## config.mk

```make
export PLATFORM = sky130hd
export DESIGN_NAME = mpmp_fifo_pop_sequencer
export DESIGN_NICKNAME = d
export VERILOG_FILES = /design/src/rtl/uart_fifo_pkg.sv /design/src/rtl/mpmp_fifo_pop_sequencer.sv
export SDC_FILE = /design/constraint.sdc
export NUM_CORES = 1
export LEC_CHECK = 0
export ABC_AREA = 0
export CORE_ASPECT_RATIO = 2
export CORE_UTILIZATION = 45
export DETAILED_ROUTE_END_ITERATION = 8
export PLACE_DENSITY = 0.7
export SETUP_SLACK_MARGIN = 0.2
export SLEW_MARGIN = 15
export SYNTH_ARGS = -nofsm -noshare
export SYNTH_HDL_FRONTEND = slang
export SYNTH_SLANG_ARGS = --single-unit
```

## constraint.sdc

```tcl
create_clock -name clk -period 7.1 [get_ports clk]
set_clock_uncertainty 0.2 [all_clocks]
set_input_delay 1.775 -clock clk [delete_from_list [all_inputs] [get_ports clk]]
set_output_delay 1.775 -clock clk [all_outputs]
set_load 0.01 [all_outputs]
```

## src/rtl/uart_fifo_pkg.sv

```systemverilog
// Shared types and helpers for the UART TX FIFO pop path.
package uart_fifo_pkg;

  typedef enum logic {IDLE, DRAIN} pop_seq_state_t;

  function automatic int unsigned min_cnt(input int unsigned a, input int unsigned b);
    return (a < b) ? a : b;
  endfunction

endpackage

```

## src/rtl/mpmp_fifo_pop_sequencer.sv

```systemverilog
// Pops up to MAXB FIFO words in one cycle and serialises them one word per tx handshake.
// First word appears the cycle after pop; 1 word/cycle across bursts; tx_ready low holds word, index and state.
module mpmp_fifo_pop_sequencer
  import uart_fifo_pkg::*;
#(
  parameter int W    = 8,
  parameter int NO   = 4,
  parameter int MAXB = NO,
  parameter int WN   = $clog2(NO + 1)
) (
  input  logic            clk,
  input  logic            rst,
  input  logic            enable,
  input  logic [WN-1:0]   can_pop,
  input  logic [NO*W-1:0] pop_data,
  output logic [WN-1:0]   pop,
  output logic [W-1:0]    tx_data,
  output logic            tx_valid,
  input  logic            tx_ready,
  output logic            busy
);

  pop_seq_state_t state_q, state_d;
  logic [W-1:0]   buf_q [MAXB];
  logic [W-1:0]   buf_d [MAXB];
  logic [WN-1:0]  cnt_q, cnt_d;
  logic [WN-1:0]  idx_q, idx_d;
  logic [WN-1:0]  take;
  logic           hs;
  logic           last_hs;
  logic           load;

  always_comb begin
    take     = WN'(min_cnt(32'(can_pop), MAXB));
    tx_valid = (state_q == DRAIN);
    busy     = tx_valid;
    hs       = tx_valid && tx_ready;
    last_hs  = hs && (idx_q == cnt_q - WN'(1));
    // A new burst may start only from IDLE or on the final word's handshake, so bursts never overlap.
    load     = enable && (take != '0) && ((state_q == IDLE) || last_hs);
    pop      = (load && !rst) ? take : '0;
    tx_data  = '0;
    for (int i = 0; i < MAXB; i++) begin
      if (tx_valid && (idx_q == WN'(i))) tx_data = buf_q[i];
    end
  end

  always_comb begin
    state_d = state_q;
    cnt_d   = cnt_q;
    idx_d   = idx_q;
    buf_d   = buf_q;
    if (load) begin
      for (int i = 0; i < MAXB; i++) begin
        if (WN'(i) < take) buf_d[i] = pop_data[i*W +: W];
      end
      cnt_d   = take;
      idx_d   = '0;
      state_d = DRAIN;
    end else if (last_hs) begin
      state_d = IDLE;
    end else if (hs) begin
      idx_d = idx_q + WN'(1);
    end
  end

  always_ff @(posedge clk or posedge rst) begin
    if (rst) begin
      state_q <= IDLE;
      cnt_q   <= '0;
      idx_q   <= '0;
      buf_q   <= '{default: '0};
    end else begin
      state_q <= state_d;
      cnt_q   <= cnt_d;
      idx_q   <= idx_d;
      buf_q   <= buf_d;
    end
  end

endmodule

```

* Word-level counts from Yosys, hierarchy flattened
Index checks and enable logic that the tools add are counted.
** Storage, ports and cells
- Bits in registers :: 39
- Input bits :: 39
- Output and inout bits :: 13
- Logic and storage cells :: 51
** Operators by class
- Add/sub/neg operators :: 2
- $lt $le $gt $ge :: 5
- Eq/ne operators :: 5
- Mux-type cells :: 11
- Bitwise gates (word level) :: 1
- Reductions and logical operators :: 20
** Operator list (number)
- $mux W8 :: 4
- $mux W3 :: 5
- $reduce_and A2 Y1 :: 5
- $logic_and A1 B1 Y1 :: 9
- $eq A3 B2 Y1 const B :: 2
- $lt A1 B3 Y1 const A :: 2
- $lt A2 B3 Y1 const A :: 2
- $reduce_bool A2 Y1 :: 2
- $add A3 B1 Y3 const B :: 1
- $eq A3 B1 Y1 const B :: 1
- $eq A3 B3 Y1 :: 1
- $logic_not A3 Y1 :: 1
- $lt A3 B3 Y1 const B :: 1
- $reduce_bool A3 Y1 :: 1
- $sub A3 B1 Y3 const B :: 1
- $mux W1 :: 2
- $ne A2 B1 Y1 const B :: 1
- $logic_not A1 Y1 :: 1
- $logic_or A1 B1 Y1 :: 1
- $not A1 Y1 :: 1

* Longest topological paths before layout
- Depth in word-level cells :: 7
- Depth in mapped cells :: 7
- Gate-level depth less buffers :: 6

* Worst setup path before layout
No wires, ideal clock.
- Path kind :: in2out
- From :: input port tx_ready
- To :: output port pop[0]
- Arrival :: 2797 ps
- Required time :: 5125 ps
- Setup slack :: 2328 ps
- Cell stages on the path :: 5
- Buffers on the path :: 2
- Cell sequence :: clkbuf_1 a41oi_4 nor2_4 buf_6 and3_1
** On the way
- Cells in the longest elaborated chain, start to end :: 6
** RTL lines
- start, declared :: RTL line mpmp_fifo_pop_sequencer.sv:19 : input logic tx_ready,
- $logic_and A1 B1 Y1 :: RTL line mpmp_fifo_pop_sequencer.sv:37 : hs = tx_valid && tx_ready;
- $logic_and A1 B1 Y1 :: RTL line mpmp_fifo_pop_sequencer.sv:38 : last_hs = hs && (idx_q == cnt_q - WN'(1));
- $logic_or A1 B1 Y1 :: RTL line mpmp_fifo_pop_sequencer.sv:40 : load = enable && (take != '0) && ((state_q == IDLE) || last_hs);
- $logic_and A1 B1 Y1 :: RTL line mpmp_fifo_pop_sequencer.sv:40
- $logic_and A1 B1 Y1 :: RTL line mpmp_fifo_pop_sequencer.sv:41 : pop = (load && !rst) ? take : '0;
- $mux W3 :: RTL line mpmp_fifo_pop_sequencer.sv:41
- end, declared :: RTL line mpmp_fifo_pop_sequencer.sv:16 : output logic [WN-1:0] pop,
Every way passes these cells.

* Worst setup path in the final report
- From :: input port can_pop[2]
- To :: output port pop[0]
** On the way
- Cells in the longest elaborated chain, start to end :: 7
** RTL lines
- start, declared :: RTL line mpmp_fifo_pop_sequencer.sv:14 : input logic [WN-1:0] can_pop,
- $lt A3 B3 Y1 :: RTL line uart_fifo_pkg.sv:7 : return (a < b) ? a : b;
- $mux W3 (*) :: RTL line uart_fifo_pkg.sv:7
- $reduce_bool A3 Y1 :: RTL line mpmp_fifo_pop_sequencer.sv:40
- $logic_and A1 B1 Y1 (2 in a row) :: RTL line mpmp_fifo_pop_sequencer.sv:40
- $logic_and A1 B1 Y1 :: RTL line mpmp_fifo_pop_sequencer.sv:41
- $mux W3 (*) :: RTL line mpmp_fifo_pop_sequencer.sv:41
Mark *: on every way between the ends. The rest lies on a longest branch, timed or not.

==> results_dict.tcl <==
set metrics [dict create \
    status "complete, no violations" \
    final_max_slew_viol_count 0 \
    portBuffers 51 \
    place_congestion 0.844 \
    power-per-cell-area_mw_per_mm2 404 \
    grt_pass1_wl_um 7440 \
    cp_max_fo 13 \
    rr_worst_depth 6 \
    clkTransAtPathRegs_ns 0.07 \
    grt_max_degree 40 \
    final_area_sq_mm 0.00271 \
    ys_warn_count 0 \
    grt_pass1_vias 1589 \
    avgSynthCellArea_sq_um 11.0 \
    layout.nets 285 \
    fmax_mhz 171 \
    path_cells "clkdlybuf4s50_1 -> o31ai_1 -> nor2_4 -> and3_1 -> clkdlybuf4s50_1" \
    rsz0062_at_grt "no" \
    io_pins 52 \
    yosysTopAreaCellShare 0.468 \
    diodes 0 \
    synthArstFlopShare 1.00 \
    postCtsHoldBufs 0 \
    chipHeight_um 98.3 \
    p_total_mw 1.09 \
    clk_latency_ns 0.29 \
    critPathCaptureType "output pin" \
    slew-limit-headroom 0.517 \
    row_count 34 \
    cts_tree "done" \
    area_growth_pct 29.8 \
    final_cell_mix "clkdlybuf4s50_1 (51), dfrtp_1 (39), nand2_1 (28)" \
    final_hold_viol_count 0 \
    synth-seq-cells 39 \
    critPathLaunchType "primary input" \
    worst_pin_slew_ns 0.718 \
    netlist_area_sq_mm 0.00209 \
    grt_antenna_before_repair 0 \
    layout_commonest_cell "clkdlybuf4s50_1" \
    cts_root_buf "clkbuf_8" \
    grt_overflow 0 \
    synthTopCellsByArea "dfrtp_1 (47%), mux2_2 (15%), nand2_1 (5.0%), ha_1 (3.6%), mux2_4 (3.6%)" \
    max_stage_delay_ns 0.67 \
    path_common_cell "clkdlybuf4s50_1" \
    initial_core_util 0.476 \
    slowest_stage "o31ai_1" \
    dieArea_sq_mm 0.00493 \
    p_leak_nw 1.11 \
    vias 1540 \
    period_share 0.822 \
    clkSinkCount 39 \
    fp.dieW_um 50.1 \
    vias_per_cell 5.26 \
    synth_ff_type "dfrtp_1" \
    synthesis.nets 234 \
    synth_top_area_cell "dfrtp_1" \
    syn_inst 189 \
    critPathArrivalTime_ns 3.86 \
    ir_worst_vdd_uv 216 \
    clockBufferDepth 2 \
    hold_class "reg -> reg" \
    ant_nets 0 \
    wl_um 4570 \
    cts_made_buffers 5 \
    htreeDepth 2 \
    seq_area_frac_synth 0.468 \
    synth_cell_types 33 \
    cts_resized 0 \
    wl_per_cell_um 15.6 \
    drt_first_iter_violations 28 \
    drive_gt1_frac 0.184 \
    drt_pre_antenna_iters 4 \
    drv_cap 0 \
    drc 0 \
    synth_edf_count 0 \
    worstHoldPathCells 1 \
    cp.required_ns 5.12 \
    coreArea_sq_mm 0.00438 \
    place_area_sq_mm 0.00263 \
    dp_hpwl_um 3560 \
    setup_tns_ns 0 \
    setup_viol 0 \
    worstSetupPathType "in -> out" \
    fillers 381 \
    post_cts_buffers 0 \
    fin_crit_ns 5.83 \
    grt.total_usage 0.206 \
]
[flip-flops by register name, indices dropped and copies added, names as in the netlist]
register  count
idx_q         3
cnt_q         3
busy          1
buf_q        32
[per-layer routing]
layer | global-route usage | routed length [um] | part of all wire
met4 | 0.101 | 124 | 0.027
met5 | 0 | 0 | 0
met1 | 0.212 | 1680 | 0.37
met3 | 0.0280 | 103 | 0.023
met2 | 0.387 | 2660 | 0.58
[report_power, final]
part	internal, mW	switching, mW
sequential	0.333	0.0680
clock	0.0651	0.0722
combinational	0.290	0.266
total	0.688	0.406
[synth_stat cells (2+ instances only)]
master,instances
mux2_4,5
ha_1,6
a21oi_1,11
o211ai_1,8
nand3_1,3
nand2b_1,11
dfrtp_1,39
nor2_1,3
clkbuf_1,6
inv_1,7
mux2_2,27
and3_1,2
xor2_1,2
nor2_2,2
mux2i_1,2
nand2_1,28
o21ai_0,11
[critical path, delay by kind of cell]
kind                   cells  cell delay (ns)
AND/OR/NAND/NOR            2             0.45
AO/OA/AOI/OAI              1             0.67
buffers and inverters      2             0.97
[stage by stage]
stage / hold slack [ns] / setup slack (ns) / std cells / util
finish: 0.299 / 1.27 / 293 / 0.618
CTS: 0.304 / 1.25 / 293 / 0.618
global route: 0.316 / 1.12 / 293 / 0.618
global placement: 0.282 / 1.31 / 287 / 0.600
floorplan: 0.272 / 2.33 / 189 / -
detailed placement: 0.287 / 1.25 / 287 / 0.600
[final timing paths]
path	from	slack, ns	to
hold / removal	buf_q[9]$_DFFE_PP0P_	0.30	buf_q[9]$_DFFE_PP0P_
setup / recovery	can_pop[2]	1.27	pop[0]
setup reg to reg	cnt_q[0]$_DFFE_PP0P_	4.53	buf_q[8]$_DFFE_PP0P_
hold reg to reg	buf_q[9]$_DFFE_PP0P_	0.30	buf_q[9]$_DFFE_PP0P_
max in group asynchronous	rst	4.59	buf_q[8]$_DFFE_PP0P_
min in group asynchronous	rst	1.77	cnt_q[2]$_DFFE_PP0P_
[layout make-up]
| type | instances | area (sq um) | area share |
|---|---|---|---|
| clock buffers | 5 | 68.8 | 0.0254 |
| well taps | 54 | 67.6 | 0.0250 |
| clock inverters | 1 | 7.51 | 0.00277 |
| inverters | 7 | 26.3 | 0.00971 |
| multi-input cells | 135 | 1040 | 0.385 |
| repair buffers | 52 | 518 | 0.191 |
| flip-flops and latches | 39 | 976 | 0.361 |
[logic make-up (layout without fill, tap and decap cells)]
logic type,Yosys count,in the layout,synth area share
AOI/OAI and AO/OA,37,37,0.118
xor gates and xnor gates,4,4,0.0234
adders and majority gates,6,6,0.0360
buffers and inverters,15,65,0.0324
DFF,39,39,0.468
muxes,34,34,0.191
and+or+nand+nor,54,54,0.131
(Power assumes the default switching activity.)
